## src/rtl/delay_sched_pkg.sv

```systemverilog
// Shared definitions for the delay-timer scheduler and its round-robin picker.
//   state_t  : scheduler FSM encoding (IDLE, COUNT)
//   pick_t   : result of a round-robin scan (valid + winning index)
//   rr_pick  : scan req starting just after 'last', wrapping modulo nreq
package delay_sched_pkg;

  localparam int unsigned DefNreq  = 4;
  localparam int unsigned DefCbits = 18;

  // Upper bound on requesters; sizes the generic picker function.
  localparam int unsigned MaxReq  = 8;
  localparam int unsigned MaxIdxW = 3;

  typedef enum logic [0:0] {
    IDLE  = 1'b0,
    COUNT = 1'b1
  } state_t;

  typedef struct packed {
    logic               valid;
    logic [MaxIdxW-1:0] idx;
  } pick_t;

  // First asserted req scanning last+1, last+2, ... (mod nreq). The previous
  // winner is visited last, so it has lowest priority.
  function automatic pick_t rr_pick(input logic [MaxReq-1:0]  req,
                                    input logic [MaxIdxW-1:0] last,
                                    input int unsigned        nreq);
    pick_t       p;
    int unsigned i;
    p = '0;
    for (int unsigned k = 1; k <= MaxReq; k++) begin
      i = (32'(last) + k) % nreq;
      if (!p.valid && (k <= nreq) && req[i[MaxIdxW-1:0]]) begin
        p.valid = 1'b1;
        p.idx   = i[MaxIdxW-1:0];
      end
    end
    return p;
  endfunction

endpackage

```

## src/rtl/delay_sched_if.sv

```systemverilog
// Client-side bundle of the delay scheduler.
//   req  : per-requester request level
//   len  : per-requester delay length, slice i = len[i*CBITS +: CBITS]
//   gnt  : one-hot timer owner
//   done : one-cycle expiry pulse to the owner
//   busy : timer owned
//   cnt  : current counter value
//   err  : sticky overrun flag
// master = client side, slave = scheduler side.
interface delay_sched_if import delay_sched_pkg::*; #(
  parameter int unsigned NREQ  = DefNreq,
  parameter int unsigned CBITS = DefCbits
) ();

  logic [NREQ-1:0]       req;
  logic [NREQ*CBITS-1:0] len;
  logic [NREQ-1:0]       gnt;
  logic [NREQ-1:0]       done;
  logic                  busy;
  logic [CBITS-1:0]      cnt;
  logic                  err;

  modport master (
    output req, len,
    input  gnt, done, busy, cnt, err
  );

  modport slave (
    input  req, len,
    output gnt, done, busy, cnt, err
  );

endinterface

```

## src/rtl/delay_rr_arb.sv

```systemverilog
// Combinational round-robin picker for shared-resource schedulers.
//   req_i    : request vector
//   last_i   : index of the previous winner (lowest priority this round)
//   onehot_o : one-hot winner, zero when no request
//   index_o  : winner index (valid only with valid_o)
//   valid_o  : at least one request present
module delay_rr_arb import delay_sched_pkg::*; #(
  parameter int unsigned NREQ = DefNreq
) (
  input  logic [NREQ-1:0]         req_i,
  input  logic [$clog2(NREQ)-1:0] last_i,
  output logic [NREQ-1:0]         onehot_o,
  output logic [$clog2(NREQ)-1:0] index_o,
  output logic                    valid_o
);

  localparam int unsigned IdxW = $clog2(NREQ);

  logic [MaxReq-1:0] req_ext;
  pick_t             pick;

  always_comb begin
    req_ext            = '0;
    req_ext[NREQ-1:0]  = req_i;
    pick               = rr_pick(req_ext, MaxIdxW'(last_i), NREQ);
    valid_o            = pick.valid;
    index_o            = IdxW'(pick.idx);
    onehot_o           = '0;
    if (pick.valid) begin
      onehot_o[index_o] = 1'b1;
    end
  end

endmodule

```

## src/rtl/delay_sched.sv

```systemverilog
// Shared delay-timer scheduler: NREQ clients take turns on one CBITS-wide
// up-counter. An idle cycle arbitrates round-robin; the winner's length is
// latched as the target and the counter runs 0..target, then the owner gets
// a one-cycle done pulse. Dropping req while owning abandons the delay.
//   clk, rst : clock, synchronous active-high reset
//   bus      : delay_sched_if slave (req/len in, gnt/done/busy/cnt/err out)
module delay_sched import delay_sched_pkg::*; #(
  parameter int unsigned NREQ  = DefNreq,
  parameter int unsigned CBITS = DefCbits
) (
  input logic          clk,
  input logic          rst,
  delay_sched_if.slave bus
);

  localparam int unsigned IdxW    = $clog2(NREQ);
  localparam logic [0:0]  StIdle  = IDLE;
  localparam logic [0:0]  StCount = COUNT;

  logic [0:0]            state_q, state_d;
  logic [NREQ-1:0]       gnt_q, gnt_d;
  logic [NREQ-1:0]       done_q, done_d;
  logic [CBITS-1:0]      cnt_q, cnt_d;
  logic [CBITS-1:0]      tgt_q, tgt_d;
  logic [IdxW-1:0]       last_q, last_d;
  logic                  err_q, err_d;

  logic [NREQ-1:0]       req;
  logic [NREQ*CBITS-1:0] len;
  logic [NREQ-1:0]       pick_onehot;
  logic [IdxW-1:0]       pick_idx;
  logic                  pick_valid;
  logic                  busy;

  assign req  = bus.req;
  assign len  = bus.len;
  assign busy = (state_q == StCount);

  delay_rr_arb #(
    .NREQ (NREQ)
  ) u_arb (
    .req_i    (req),
    .last_i   (last_q),
    .onehot_o (pick_onehot),
    .index_o  (pick_idx),
    .valid_o  (pick_valid)
  );

  always_comb begin
    state_d = state_q;
    gnt_d   = gnt_q;
    done_d  = '0;
    cnt_d   = cnt_q;
    tgt_d   = tgt_q;
    last_d  = last_q;
    // Termination compares against tgt, so this can only fire on a fault.
    err_d   = err_q | (busy && (cnt_q > tgt_q));

    unique case (state_q)
      StIdle: begin
        cnt_d = '0;
        if (pick_valid) begin
          state_d = StCount;
          gnt_d   = pick_onehot;
          tgt_d   = len[pick_idx*CBITS +: CBITS];
          last_d  = pick_idx;
        end else begin
          gnt_d = '0;
        end
      end
      StCount: begin
        if ((req & gnt_q) == '0) begin
          // Owner abandoned the wait: release without a done pulse.
          state_d = StIdle;
          gnt_d   = '0;
          cnt_d   = '0;
        end else if (cnt_q >= tgt_q) begin
          state_d = StIdle;
          gnt_d   = '0;
          cnt_d   = '0;
          done_d  = gnt_q;
        end else begin
          cnt_d = cnt_q + 1'b1;
        end
      end
      default: begin
        state_d = StIdle;
        gnt_d   = '0;
        cnt_d   = '0;
      end
    endcase
  end

  always_ff @(posedge clk) begin
    if (rst) begin
      state_q <= StIdle;
      gnt_q   <= '0;
      done_q  <= '0;
      cnt_q   <= '0;
      tgt_q   <= '0;
      last_q  <= IdxW'(NREQ - 1);
      err_q   <= 1'b0;
    end else begin
      state_q <= state_d;
      gnt_q   <= gnt_d;
      done_q  <= done_d;
      cnt_q   <= cnt_d;
      tgt_q   <= tgt_d;
      last_q  <= last_d;
      err_q   <= err_d;
    end
  end

  assign bus.gnt  = gnt_q;
  assign bus.done = done_q;
  assign bus.busy = busy;
  assign bus.cnt  = cnt_q;
  assign bus.err  = err_q;

  a_onehot: assert property (@(posedge clk) disable iff (rst)
    $onehot0(gnt_q) && $onehot0(done_q));

  a_done_owner: assert property (@(posedge clk) disable iff (rst)
    !(|(done_q & ~$past(gnt_q))));

  a_noerr: assert property (@(posedge clk) disable iff (rst) !err_q);

  a_busy: assert property (@(posedge clk) disable iff (rst) busy == (gnt_q != '0));

`ifdef FORMAL
  // A requester that keeps asking is eventually served (or gives up).
  for (genvar i = 0; i < NREQ; i++) begin : g_fair
    l_fair: assert property (@(posedge clk) disable iff (rst)
      req[i] |-> s_eventually (done_q[i] || !req[i]));
  end
`endif

endmodule

```

## src/flat_wrapper.sv

```systemverilog
// flat-port wrapper written by rule: the top's interface ports become plain ports
module delay_sched_flat import delay_sched_pkg::*;
#(
  parameter int unsigned NREQ  = DefNreq,
  parameter int unsigned CBITS = DefCbits
)
  (clk, rst, bus_req, bus_len, bus_gnt, bus_done, bus_busy, bus_cnt, bus_err);
  delay_sched_if #(.NREQ(NREQ), .CBITS(CBITS)) bus_i ();
  input logic clk;
  input logic rst;
  input wire logic [$bits(bus_i.req)-1:0] bus_req;
  input wire logic [$bits(bus_i.len)-1:0] bus_len;
  output wire logic [$bits(bus_i.gnt)-1:0] bus_gnt;
  output wire logic [$bits(bus_i.done)-1:0] bus_done;
  output wire logic [$bits(bus_i.busy)-1:0] bus_busy;
  output wire logic [$bits(bus_i.cnt)-1:0] bus_cnt;
  output wire logic [$bits(bus_i.err)-1:0] bus_err;
  assign bus_i.req = bus_req;
  assign bus_i.len = bus_len;
  assign bus_gnt = bus_i.gnt;
  assign bus_done = bus_i.done;
  assign bus_busy = bus_i.busy;
  assign bus_cnt = bus_i.cnt;
  assign bus_err = bus_i.err;
  delay_sched #(.NREQ(NREQ), .CBITS(CBITS)) u_core (.clk(clk), .rst(rst), .bus(bus_i));
endmodule
```

## config.mk

```make
export PLATFORM = sky130hd
export DESIGN_NAME = delay_sched_flat
export DESIGN_NICKNAME = d
export VERILOG_FILES = /design/src/rtl/delay_sched_pkg.sv /design/src/rtl/delay_sched_if.sv /design/src/rtl/delay_rr_arb.sv /design/src/rtl/delay_sched.sv /design/src/flat_wrapper.sv
export SDC_FILE = /design/constraint.sdc
export NUM_CORES = 1
export LEC_CHECK = 0
export CAP_MARGIN = 10
export CORE_MARGIN = 5
export CORE_UTILIZATION = 45
export DETAILED_ROUTE_END_ITERATION = 12
export PLACE_DENSITY_LB_ADDON = 0.15
export SYNTH_ARGS = -nofsm -noshare
export SYNTH_HDL_FRONTEND = slang
export SYNTH_SLANG_ARGS = --single-unit
```

## constraint.sdc

```tcl
create_clock -name clk -period 4 [get_ports clk]
set_clock_uncertainty 0.2 [all_clocks]
set_input_delay 1 -clock clk [delete_from_list [all_inputs] [get_ports clk]]
set_output_delay 1 -clock clk [all_outputs]
set_load 0.1 [all_outputs]
```

==> results.md <==
- Worst path arrival time: 1860 ps
- CTS Sinks: 48
- Routed WL: 7.103 mm
- Core ar.: 0.005991 mm^2
- Setup Buffers After CTS: 0
- Grt total ovfl: 0
- RSZ-0062 raised after global routing: no
- Distinct cells, synth: 40
- Wire length of the first global-routing pass: 11.84 mm
- Worst r2r dst: u_core.bus.done[0]
- Critical path's top delay family: buffers and inverters
- Final Max Tran Viols: 0
- Routed WL per cell: 14.59 um
- # IOs: 106
- Post-cts resize count: 0
- Via count: 2589
- Share of post-route cells with drive strength above 1: 8.010%
- Cell Rows: 28
- Startpoint types: flip-flop
- Number of flops mapped to enable cells by yosys: 0
- H-Tree Depth: 2
- CP startpoint: u_core.bus.gnt[2]
- Dpl cell area: 0.003827 mm^2
- Post-detail-place hpwl: 5.639 mm
- Die X: 88.80 um
- Hold Path Sink: u_core.tgt_q[8]
- Min-delay worst type: reg -> reg
- Initial antenna violation count: 0
- Crit path max fanout: 4
- CTS root buf: clkbuf_8
- Net Count, Synth: 411
- CP required: 2800 ps
- Vias in the first global route: 2522
- Max_cap viols: 0
- Final GP Congestion: 0.8431
- Tot Pwr: 1.279 mW
- Largest stage delay, worst path: 1170 ps
- Crit. path cell count: 1
- # diodes: 0
- Final Instance Area: 0.003934 mm^2
- Via/cell ratio: 5.316
- IO buf count: 105
- Fin crit share: 76.58%
- Worst-path clk slew: 80 ps
- CTS tree: yes
- Die Y: 88.80 um
- CTS buffer count: 5
- Die area: 0.007885 mm^2
- Slowest CP cell: clkdlybuf4s50_1
- Final min period: 3063 ps
- Worst vdd ir: 0.1887 mV
- Actual slew at the worst max-slew pin: 976.5 ps
- Status: completed
- R2R Setup Slk: 1400 ps
- Worst hold start: u_core.tgt_q[8]
- Post-DRT Antenna Nets: 0
- GRT Total Usage: 18.83%
- Area growth from synthesis to layout: 40.80%
- R2R depth: 6
- Syn avg cell area: 8.898 um^2
- Final net count: 510
- Starting Density: 46.64%
- RR Startpoint: u_core.tgt_q[16]
- Hold slack: 270.9 ps
- Synthesized area: 0.002794 mm^2
- Bufs on Longest Clock Path: 2
- Post-synth ARST share: 0%
- Worst setup EP type: primary output
- DRC viols: 0
- DR pass1 iterations: 4
- Number of failing setup endpoints in the final timing report: 0
- Yosys reg bits: 48
- Type of the worst setup path: reg -> out
- Max frequency: 326.5 MHz
- Post-synthesis instance total: 314
- Cell Chain, Critical Path: clkdlybuf4s50_1
- Slew HR: 34.69%
- Final core utilization: 65.66%
- Cell Pwr Density: 325.2 mW/mm^2
- Leak pwr: 1.611 nW
- Seq/Total Area, Yosys: 34.39%
- Final-report hold violation count: 0
- Worst Path Buf+Inv: 1
- Pin count of the biggest net entering global routing: 41
- DR iter-0 viols: 98
- Clock Latency Late Sink: 290 ps
- Ys flop type: dfxtp_1
- # hold bufs at CTS: 0
- Hold path depth: 2
- TNS Setup: 0 ps
- Synth warn: 0
-- through the flow --
stage               worst slack (ps)  cells
floorplan                       1166    314
global placement               637.6    480
detailed placement             595.6    480
CTS                            895.6    486
global route                   896.6    487
finish                         936.8    487
-- final cells by class --
class,instances,area [um^2]
sequential,48,960.9
clock inverter,1,30.03
multi-input combinational,220,1629
tap,75,93.84
timing repair buffer,108,1039
inverter,30,112.6
fill,531,2057
clock buffer,5,68.82
-- tightest hold or removal path: cells and delay by family, from the launching register on --
kind | cells | cell delay (ps)
AO/OA/AOI/OAI | 1 | 50
flip-flops | 1 | 330
AND/OR/NAND/NOR | 1 | 50
-- sequential cells by signal, indices dropped and copies added, names as in the netlist --
register,flops
u_core.bus.gnt,4
u_core.bus.cnt,18
u_core.bus.done,4
u_core.last_q,2
u_core.bus.busy,1
u_core.bus.err,1
u_core.tgt_q,18
-- how the worst max path moves through the flow --
stage	end
2_1_floorplan	u_core.bus.gnt[3]
3_3_place_gp	u_core.tgt_q[6]
3_5_place_dp	u_core.tgt_q[1]
4_1_cts	u_core.tgt_q[1]
5_1_grt	bus_gnt[3]
6_report	bus_gnt[2]
-- placed cells by master (no fill, tap or decap), types with 3 or more instances in the layout --
cell type,n
nand3_1,5
ha_1,19
o21ai_0,3
xor2_1,5
clkbuf_8,5
nor3_1,23
nand4_1,5
inv_1,30
clkdlybuf4s50_1,86
o32ai_1,3
mux2i_1,37
xnor2_1,11
o221ai_1,18
a21oi_1,10
nand2_1,36
and3_1,7
nor2_1,9
o21a_1,3
dfxtp_1,48
buf_4,21
-- Yosys cell counts, types with 2 or more instances --
master	n	share of area [%]
and3_1	7	1.6
a211o_1	2	0.63
o221ai_1	18	5.6
a22oi_1	2	0.54
inv_1	30	4.0
nor2b_1	2	0.45
nor2_1	9	1.2
buf_2	4	0.72
buf_6	2	0.81
o32ai_1	3	0.94
xor2_1	5	1.6
xnor2_1	11	3.4
nand3b_1	2	0.54
nor3_1	23	4.1
nand2_1	36	4.8
dfxtp_1	48	34
mux2i_1	37	13
or3_1	2	0.45
nand4_1	5	1.1
nand2b_1	2	0.45
a21oi_1	10	1.8
buf_4	3	0.81
o21a_1	3	0.81
clkbuf_1	7	0.94
ha_1	19	8.5
a211oi_1	2	0.54
o21ai_0	3	0.54
nand3_1	5	0.90
-- per-layer routing --
metal  wire length [um]  track usage [%]  up-vias
met5                  0                0        -
met4                 74            5.495        0
met3                569            5.028        7
met2               3188            29.01       81
met1               3271            25.78     1173
li1                   -                -     1328
-- power breakdown --
group,internal (mW),leakage (nW),switching [mW]
Clock,0.180,0.0501,0.153
Sequential,0.519,0.392,0.0302
Combinational,0.193,1.17,0.205
-- kinds of logic after synthesis --
kind of cell    Yosys count  share of synthesized area, %
compound gates           51                         14.64
xor+xnor                 16                         5.016
fa+ha+maj                19                         8.509
buf+inv                  46                         7.300
flops                    48                         34.39
mux                      37                         13.26
simple gates             97                         16.88
No activity file was read; power rests on OpenSTA's default activity.
